### src/rtl/ising_pkg.sv
// Shared types and helpers for the checkerboard Metropolis sweep controller.
package ising_pkg;
    typedef enum logic [1:0] {IDLE, EVAL, DECIDE, DONE} state_t;
    typedef logic signed [3:0] de_t;

    localparam de_t DE_MAX = 4'sd4;
    localparam de_t DE_MIN = -4'sd4;

    typedef struct packed {
        logic [15:0] y;
        logic [15:0] x;
    } xy_t;

    function automatic xy_t site_xy(input int addr, input int n);
        xy_t r;
        r.y = 16'(addr / n);
        r.x = 16'(addr % n);
        return r;
    endfunction
endpackage

### src/rtl/ising_delta_e.sv
// Flip energy of one site from its spin and four neighbours (bit 1 = +1, bit 0 = -1).
module ising_delta_e
    import ising_pkg::*;
(
    input  logic s_i,
    input  logic l_i,
    input  logic r_i,
    input  logic t_i,
    input  logic b_i,
    output de_t  de_o,
    output logic free_accept_o
);
    logic [2:0] ones;
    de_t        nsum;

    always_comb begin
        ones = 3'(l_i) + 3'(r_i) + 3'(t_i) + 3'(b_i);
        // neighbour sum in +-1 units is 2*ones - 4
        nsum = de_t'({ones, 1'b0}) - DE_MAX;
        de_o = s_i ? nsum : -nsum;
        free_accept_o = (de_o <= 4'sd0);
    end
endmodule

### src/rtl/ising_sweep_ctrl.sv
// Checkerboard Metropolis sweep sequencer over an N x N periodic spin lattice.
//   IDLE   | waiting for start, lattice loads allowed
//   EVAL   | register dE for site (x,y)
//   DECIDE | accept freely or wait for an RNG word, then advance
//   DONE   | one-cycle done pulse
module ising_sweep_ctrl
    import ising_pkg::*;
#(
    parameter int N  = 8,
    parameter int RW = 16,
    parameter int AW = $clog2(N*N)
) (
    input  logic          clk,
    input  logic          rst_n,
    input  logic          start,
    input  logic [15:0]   sweeps,
    input  logic [RW-1:0] thr2,
    input  logic [RW-1:0] thr4,
    input  logic          rnd_valid,
    input  logic [RW-1:0] rnd_data,
    output logic          rnd_ready,
    input  logic          wr_en,
    input  logic [AW-1:0] wr_addr,
    input  logic          wr_spin,
    input  logic [AW-1:0] rd_addr,
    output logic          rd_spin,
    output logic          busy,
    output logic          done,
    output logic [31:0]   accept_cnt
);
    localparam int XW = $clog2(N);

    state_t         state_q;
    logic [N*N-1:0] lat_q;
    logic [XW-1:0]  x_q, y_q, x_d, y_d;
    logic [XW-1:0]  x_m, x_p, y_m, y_p;
    logic           par_q, par_d;
    logic [15:0]    sweeps_q, swp_q, swp_d;
    logic           last_site;
    de_t            de_q, de_w;
    logic           free_q, free_w;
    logic           rdy_q, busy_q, done_q;
    logic [31:0]    acc_q;
    logic [AW-1:0]  a_c, a_l, a_r, a_t, a_b;
    logic [RW-1:0]  thr_sel;
    logic           take, flip;

    function automatic logic [AW-1:0] addr_of(input logic [XW-1:0] x, input logic [XW-1:0] y);
        return AW'(int'(y) * N + int'(x));
    endfunction

    always_comb begin
        x_m = (x_q == '0) ? XW'(N-1) : x_q - XW'(1);
        x_p = (x_q == XW'(N-1)) ? '0 : x_q + XW'(1);
        y_m = (y_q == '0) ? XW'(N-1) : y_q - XW'(1);
        y_p = (y_q == XW'(N-1)) ? '0 : y_q + XW'(1);
        a_c = addr_of(x_q, y_q);
        a_l = addr_of(x_m, y_q);
        a_r = addr_of(x_p, y_q);
        a_t = addr_of(x_q, y_m);
        a_b = addr_of(x_q, y_p);
    end

    ising_delta_e u_de (
        .s_i           (lat_q[a_c]),
        .l_i           (lat_q[a_l]),
        .r_i           (lat_q[a_r]),
        .t_i           (lat_q[a_t]),
        .b_i           (lat_q[a_b]),
        .de_o          (de_w),
        .free_accept_o (free_w)
    );

    // Checkerboard walk: rows restart on the column whose colour matches the parity.
    always_comb begin
        x_d       = x_q + XW'(2);
        y_d       = y_q;
        par_d     = par_q;
        swp_d     = swp_q;
        last_site = 1'b0;
        if (int'(x_q) + 2 >= N) begin
            if (y_q == XW'(N-1)) begin
                y_d = '0;
                if (!par_q) begin
                    par_d = 1'b1;
                    x_d   = XW'(1);
                end else begin
                    swp_d     = swp_q + 16'd1;
                    par_d     = 1'b0;
                    x_d       = '0;
                    last_site = (swp_d == sweeps_q);
                end
            end else begin
                y_d = y_q + XW'(1);
                x_d = {{(XW-1){1'b0}}, ~(y_q[0] ^ par_q)};
            end
        end
    end

    always_comb begin
        thr_sel = (de_q == DE_MAX) ? thr4 : thr2;
        take    = free_q | (rdy_q & rnd_valid);
        flip    = free_q | (rdy_q & rnd_valid & (rnd_data < thr_sel));
    end

    always_ff @(posedge clk) begin
        if (!rst_n) begin
            state_q  <= IDLE;
            lat_q    <= '0;
            x_q      <= '0;
            y_q      <= '0;
            par_q    <= 1'b0;
            sweeps_q <= '0;
            swp_q    <= '0;
            de_q     <= '0;
            free_q   <= 1'b0;
            rdy_q    <= 1'b0;
            busy_q   <= 1'b0;
            done_q   <= 1'b0;
            acc_q    <= '0;
        end else begin
            done_q <= 1'b0;
            case (state_q)
                IDLE: begin
                    if (wr_en) lat_q[wr_addr] <= wr_spin;
                    if (start) begin
                        if (sweeps == 16'd0) begin
                            done_q <= 1'b1;
                        end else begin
                            sweeps_q <= sweeps;
                            acc_q    <= '0;
                            x_q      <= '0;
                            y_q      <= '0;
                            par_q    <= 1'b0;
                            swp_q    <= '0;
                            busy_q   <= 1'b1;
                            state_q  <= EVAL;
                        end
                    end
                end
                EVAL: begin
                    de_q    <= de_w;
                    free_q  <= free_w;
                    rdy_q   <= ~free_w;
                    state_q <= DECIDE;
                end
                DECIDE: begin
                    if (take) begin
                        rdy_q <= 1'b0;
                        if (flip) begin
                            lat_q[a_c] <= ~lat_q[a_c];
                            if (acc_q != 32'hFFFF_FFFF) acc_q <= acc_q + 32'd1;
                        end
                        x_q   <= x_d;
                        y_q   <= y_d;
                        par_q <= par_d;
                        swp_q <= swp_d;
                        if (last_site) begin
                            busy_q  <= 1'b0;
                            done_q  <= 1'b1;
                            state_q <= DONE;
                        end else begin
                            state_q <= EVAL;
                        end
                    end
                end
                DONE: begin
                    if (wr_en) lat_q[wr_addr] <= wr_spin;
                    state_q <= IDLE;
                end
                default: state_q <= IDLE;
            endcase
        end
    end

    assign rnd_ready  = rdy_q;
    assign busy       = busy_q;
    assign done       = done_q;
    assign accept_cnt = acc_q;
    assign rd_spin    = lat_q[rd_addr];
endmodule
### config.mk
export PLATFORM = sky130hd
export DESIGN_NAME = ising_sweep_ctrl
export DESIGN_NICKNAME = d
export VERILOG_FILES = /design/src/rtl/ising_pkg.sv /design/src/rtl/ising_delta_e.sv /design/src/rtl/ising_sweep_ctrl.sv
export SDC_FILE = /design/constraint.sdc
export NUM_CORES = 1
export LEC_CHECK = 0
export CORE_MARGIN = 5
export CORE_UTILIZATION = 60
export CTS_CLUSTER_DIAMETER = 40
export CTS_CLUSTER_SIZE = 10
export DETAILED_ROUTE_END_ITERATION = 16
export GPL_ROUTABILITY_DRIVEN = 0
export PLACE_DENSITY = 0.84
export SLEW_MARGIN = 25
export SYNTH_ARGS = -nofsm -noshare
export SYNTH_HDL_FRONTEND = slang
export SYNTH_SLANG_ARGS = --single-unit
### constraint.sdc
create_clock -name clk -period 11.3 [get_ports clk]
set_clock_uncertainty 0.2 [all_clocks]
set_input_delay 1.13 -clock clk [delete_from_list [all_inputs] [get_ports clk]]
set_output_delay 1.13 -clock clk [all_outputs]
set_load 0.005 [all_outputs]
# Yosys cells after proc, flatten, opt, wreduce, memory -nomap -nowiden
# Cells that the tools add are included.
# word_totals
regBits,145
latch_bits,0
mem_bits_rw,0
rom_bits,0
input_bits,82
out_inout_bits,36
wordCells,168
mem_count,0
# classes
addsub,18
mul,0
div_mod_pow,0
order_cmp,12
eq_ne,18
shifts,0
mux,78
bitwise,9
n_reduce_logical,20
# op_table
cell,count
2-to-1 mux 64 bit,3
2-to-1 mux 32 bit,5
bitwise mux 64 bit,2
one-hot mux 64 bit (2 select lines),1
2-to-1 mux 16 bit,7
one-hot mux 32 bit (2 select lines),1
"less-than comparator 6 x 7 -> 1 bit, second input constant",7
binary-select mux 1 bit (select 6 bit),6
2-to-1 mux 3 bit,11
"adder 32 x 1 -> 32 bit, second input constant",1
"inequality test 32 bit, second input constant",1
one-hot mux 16 bit (2 select lines),1
adder 6 x 3 -> 6 bit,5
2-to-1 mux 1 bit,27
"inequality test 2 bit, second input constant",9
"adder 16 x 1 -> 16 bit, second input constant",1
equality test 16 bit,1
zero test 16 bit,1
less-than comparator 16 bit,1
demux 1 bit (select 6 bit),2
">= comparator 6 x 1 -> 1 bit, second input constant",2
one-hot mux 3 bit (2 select lines),2
AND reduction 6 bit,2
AND reduction 5 bit,2
other kinds (32),54

# Depth between registers and ports, before layout
# logic_depth
ltp_word,14
depth_mapped,18

# By module
# From an unflattened synthesis, not the netlist that was laid out.
# hier_totals
cells_unflattened,1455
area_unflattened_um2,11429.7
# modules_own_cells
mod,n_inst,cells_each,area_per_inst_um2
ising_sweep_ctrl,1,1440,11292.1
ising_delta_e,1,15,137.6

# Worst setup path before layout
# No wires, ideal clock.
# synth_path
kind,register -> register
startpoint,reg x_q[1]
endpoint,"reg rdy_q, in the netlist rnd_ready"
setup_time_ns,0.116
arrival_ns,4.731
required_time_ns,10.984
setup_slack_ns,6.253
stages_incl_launch_ff,19
n_path_buf,4
cell_sequence,dfxtp_1 > buf_6 > buf_4 > inv_1 > ha_1 > clkbuf_1 > buf_1 > mux4_2 > mux2i_1 > o22ai_1 > or4_1 > ha_1 > inv_1 > fa_1 > inv_1 > fa_1 > mux2i_1 > a2bb2oi_1 > a31o_2
# synth_via
elab_chain_cells,14
# synth_rtl
item,line_no,text
"start, declared",ising_sweep_ctrl.sv:35,"logic [XW-1:0] x_q, y_q, x_d, y_d;"
"start signal, assigned",ising_sweep_ctrl.sv:110,x_q <= '0;
"start signal, assigned",ising_sweep_ctrl.sv:132,x_q <= '0;
"start signal, assigned",ising_sweep_ctrl.sv:154,x_q <= x_d;
"subtractor 3 x 1 -> 3 bit, or another cell as far along",ising_sweep_ctrl.sv:53,x_m = (x_q == '0) ? XW'(N-1) : x_q - XW'(1);
2-to-1 mux 3 bit (on tied branches),"ising_sweep_ctrl.sv:53, ising_sweep_ctrl.sv:54",
adder 6 x 3 -> 6 bit,ising_sweep_ctrl.sv:49,return AW'(int'(y) * N + int'(x));
binary-select mux 1 bit (select 6 bit) (on tied branches),"ising_sweep_ctrl.sv:66, ising_sweep_ctrl.sv:67",
2-to-1 mux 1 bit (on tied branches),"ising_sweep_ctrl.sv:66, ising_sweep_ctrl.sv:67",
adder 1 x 1 -> 2 bit,ising_delta_e.sv:17,ones = 3'(l_i) + 3'(r_i) + 3'(t_i) + 3'(b_i);
adder 3 x 1 -> 3 bit (2 in a row),ising_delta_e.sv:17,
subtractor 4 bit,ising_delta_e.sv:19,"nsum = de_t'({ones, 1'b0}) - DE_MAX;"
negator 4 bit,ising_delta_e.sv:20,de_o = s_i ? nsum : -nsum;
2-to-1 mux 4 bit *,ising_delta_e.sv:20,
via de_w[1],ising_sweep_ctrl.sv:40,"de_t de_q, de_w;"
<= comparator 4 x 1 -> 1 bit *,ising_delta_e.sv:21,free_accept_o = (de_o <= 4'sd0);
inverter 1 bit *,ising_sweep_ctrl.sv:144,rdy_q <= ~free_w;
one-hot mux 1 bit (2 select lines) *,ising_sweep_ctrl.sv:123,case (state_q)
"end signal, assigned",ising_sweep_ctrl.sv:144,
"end, declared",ising_sweep_ctrl.sv:42,"logic rdy_q, busy_q, done_q;"
# The timed path passes the listed nets; every way through them passes the cells marked *. The select of a mux whose other input is x is not followed.
# A chain may end at the register's enable or synchronous reset.

# Worst setup path after layout
# layout_path
startpoint,reg x_q[0]
endpoint,"reg rdy_q, in the netlist rnd_ready"
# Same word-level chain as after synthesis.

==> results.sh <==
export IMPL_cts_inserted_buffers=17
export IMPL_final_max_slew_viol_count=0
export IMPL_die_h_um=144.1
export IMPL_synthTopCellsByCount="dfxtp_1, a21oi_1, nand2_1"
export IMPL_yosysWarnings=0
export IMPL_rsz0062_at_grt="false"
export IMPL_cts_hold_buf=0
export IMPL_design_die_area_mm2=0.02077
export IMPL_fmax_ghz=0.1854
export IMPL_grt_max_degree=117
export IMPL_setup_worst_path_class="reg -> reg"
export IMPL_hold_path_depth=2
export IMPL_start_util=0.6048
export IMPL_r2r_end="rnd_ready$_SDFFE_PN0P_"
export IMPL_syn_nets=1325
export IMPL_synth_simple_area_share=0.1604
export IMPL_clockBufferDepth=2
export IMPL_row_count=49
export IMPL_synth_most_common_cell="dfxtp_1"
export IMPL_stdcell_count=1500
export IMPL_wl_per_cell_um=24.75
export IMPL_crit_required_ns=11.43
export IMPL_gr_total_overflow=0
export IMPL_place_area_mm2=0.01194
export IMPL_ant_nets=0
export IMPL_crit_fanout=18
export IMPL_reg2reg_depth=15
export IMPL_fin_nets=1376
export IMPL_syn_area_per_cell_um2=8.947
export IMPL_antenna_found_initial=1
export IMPL_clkTransAtPathRegs_ns=0.06
export IMPL_ys_top_cells_by_area="dfxtp_1, mux4_2, a32oi_1"
export IMPL_status="finished clean"
export IMPL_synth_compound_gate_area_share=0.2608
export IMPL_setup_viol=0
export IMPL_crit_cells=15
export IMPL_htreeDepth=4
export IMPL_crit_top_cell="ha_1"
export IMPL_synth_top_family_by_area="compound AO/OA/AOI/OAI gates"
export IMPL_whs_ns=0.2712
export IMPL_cts_sinks=144
export IMPL_die_x_um=144.1
export IMPL_drive_gt1_frac=0.1157
export IMPL_finalHoldViolCount=0
export IMPL_worstPathCellList="ha_1 -> ha_1 -> nor2_4 -> mux4_2 -> mux2i_1 -> o22ai_1 -> or4_1 -> ha_1 -> inv_1 -> fa_1 -> inv_1 -> fa_1 -> mux2i_1 -> a2bb2oi_1 -> a31o_2"
export IMPL_grt_total_usage=0.3493
export IMPL_maxSlewHeadroom=0.3193
export IMPL_cp_slowest_cell="mux4_2"
export IMPL_start_kind="flop"
export IMPL_async_reset_ff_frac=0
export IMPL_worst_pin_slew_ns=1.017
export IMPL_area_delta_synth_final_pct=16.18
export IMPL_crit_buf_inv=2
export IMPL_p_leak_nw=3.963
export IMPL_ctsResizeCount=0
export IMPL_grt_first_pass_wirelength_um=57110
export IMPL_dp_cells=1467
export IMPL_synth_fa_ha_area_frac=0.04429
export IMPL_fin_setup_tns_ns=0
export IMPL_grt_pass1_vias=10636
export IMPL_cts_tree="built"
export IMPL_vias=11348
export IMPL_ys_seq_elements=144
export IMPL_drtIter0Drc=1680
export IMPL_yosysTopAreaCell="dfxtp_1"
export IMPL_r2r_slack_ns=5.91
export IMPL_ys_seq_area_frac=0.2672
export IMPL_synth_xor_area_frac=0.02760
export IMPL_syn_area_mm2=0.01079
export IMPL_portBuffers=117
export IMPL_yosys_most_used_dff="dfxtp_1"
export IMPL_max_vdd_ir_drop_v=0.0001372
export IMPL_final_area_mm2=0.01254
export IMPL_cts_setup_buffers=0
export IMPL_cp_arrival_ns=5.52
export IMPL_cts_root_buf="clkbuf_16"
export IMPL_dr_pass1_iters=7
export IMPL_ys_types=65
export IMPL_dp_hpwl_um=25200
export IMPL_core_area_mm2=0.01784
export IMPL_power_density_mw_per_mm2=132.9
export IMPL_synth_edf_count=0
export IMPL_vias_per_cell=7.565
export IMPL_routed_wl_um=37130
export IMPL_synthCells=1206
export IMPL_crit_start="x_q[0]$_SDFFE_PN0P_"
export IMPL_r2r_start="x_q[0]$_SDFFE_PN0P_"
export IMPL_route_detailed_drc=0
export IMPL_cpPeakStageDelay_ns=0.59
export IMPL_io_pins=118
export IMPL_clk_latency_ns=0.44
export IMPL_hold_path_class="reg -> reg"
export IMPL_min_to="sweeps_q[7]$_SDFFE_PN0P_"
export IMPL_min_period_over_period=0.4772
export IMPL_drv_cap=0
export IMPL_end_kind="flop"
export IMPL_period_needed_ns=5.393
export IMPL_timing_hold_worst_start="sweeps_q[7]$_SDFFE_PN0P_"
export IMPL_synth_top_area_share=0.2672
export IMPL_cp_top_family="adder cells"
export IMPL_synthMuxAreaShare=0.1912
-- routing by layer --
layer | vias to the layer above | wire length [um] | GRT usage
li1 | 4927 | - | -
met1 | 5224 | 12940 | 0.4203
met2 | 953 | 16340 | 0.5446
met3 | 244 | 5384 | 0.1243
met4 | 0 | 2464 | 0.1962
met5 | - | 0 | 0
-- layout by cell type, fill, tap and decap left out, types with 23 or more instances in the layout --
master | synthesis | routed
mux2i_1 | 34 | 34
o21ai_0 | 40 | 39
a311oi_1 | 64 | 64
and3_1 | 23 | 23
dfxtp_1 | 144 | 144
clkdlybuf4s50_1 | 0 | 116
nand2_1 | 112 | 112
nor2_1 | 60 | 59
ha_1 | 35 | 35
mux4_2 | 73 | 73
nand3_1 | 36 | 36
a21oi_1 | 116 | 115
a32oi_1 | 67 | 67
o22ai_1 | 68 | 68
-- final cells by class --
| cell class | count | area (um^2) |
|---|---|---|
| sequential | 144 | 2883 |
| multi-input combinational | 943 | 7423 |
| timing repair buffer | 133 | 1290 |
| inverter | 18 | 67.56 |
| fill | 1363 | 5305 |
| antenna | 1 | 2.502 |
| tap | 229 | 286.5 |
| clock inverter | 15 | 157.7 |
| clock buffer | 17 | 425.4 |
-- worst min-delay path, cell delays in order (launching register included) --
cell,delay (ns)
dfxtp_1,0.32
nand2_1,0.05
a21oi_1,0.05
-- cells by family (layout without fill, tap and decap cells) --
logic type | count (synthesis) | count (layout)
AO/OA/AOI/OAI | 413 | 413
XOR/XNOR | 34 | 34
adder cells (fa/ha/maj) | 37 | 37
buffers and inverters | 119 | 183
flip-flops | 144 | 144
multiplexers | 114 | 114
other | 0 | 1
AND/OR/NAND/NOR | 345 | 345
-- where the power goes --
part	switching [mW]	internal [mW]	leakage [nW]	total, mW
clock network	0.242	0.327	0.276	0.569
registers	0.0264	0.532	1.16	0.559
logic	0.365	0.173	2.52	0.538
total	0.634	1.03	3.96	1.67
-- per-stage QoR --
step | util | power [mW] | setup slack, ns
after global routing | 0.7026 | 1.722 | 5.590
after detailed placement | 0.6691 | 1.080 | 5.606
after floorplan | - | 0.9436 | 6.253
final | 0.7026 | 1.666 | 5.907
after CTS | 0.7017 | 1.640 | 5.581
after global placement | 0.6688 | 1.065 | 5.673
-- worst max-delay path by stage --
stage                             endpoint  slack (ns)
detailed placement                 rd_spin        5.61
floorplan           rnd_ready$_SDFFE_PN0P_        6.25
global placement                   rd_spin        5.67
finish              rnd_ready$_SDFFE_PN0P_        5.91
global route        rnd_ready$_SDFFE_PN0P_        5.59
CTS                 rnd_ready$_SDFFE_PN0P_        5.58
-- state kept, by name (all words and copies together) (netlist names) --
| signal | count |
|---|---|
| sweeps_q | 16 |
| x_q | 3 |
| rnd_ready | 1 |
| lat_q | 64 |
| accept_cnt | 32 |
| done | 1 |
| de_q | 3 |
| swp_q | 16 |
| state_q | 2 |
| busy | 1 |
| par_q | 1 |
| free_q | 1 |
| y_q | 3 |
Note: power is estimated with default switching activity, not from simulation.
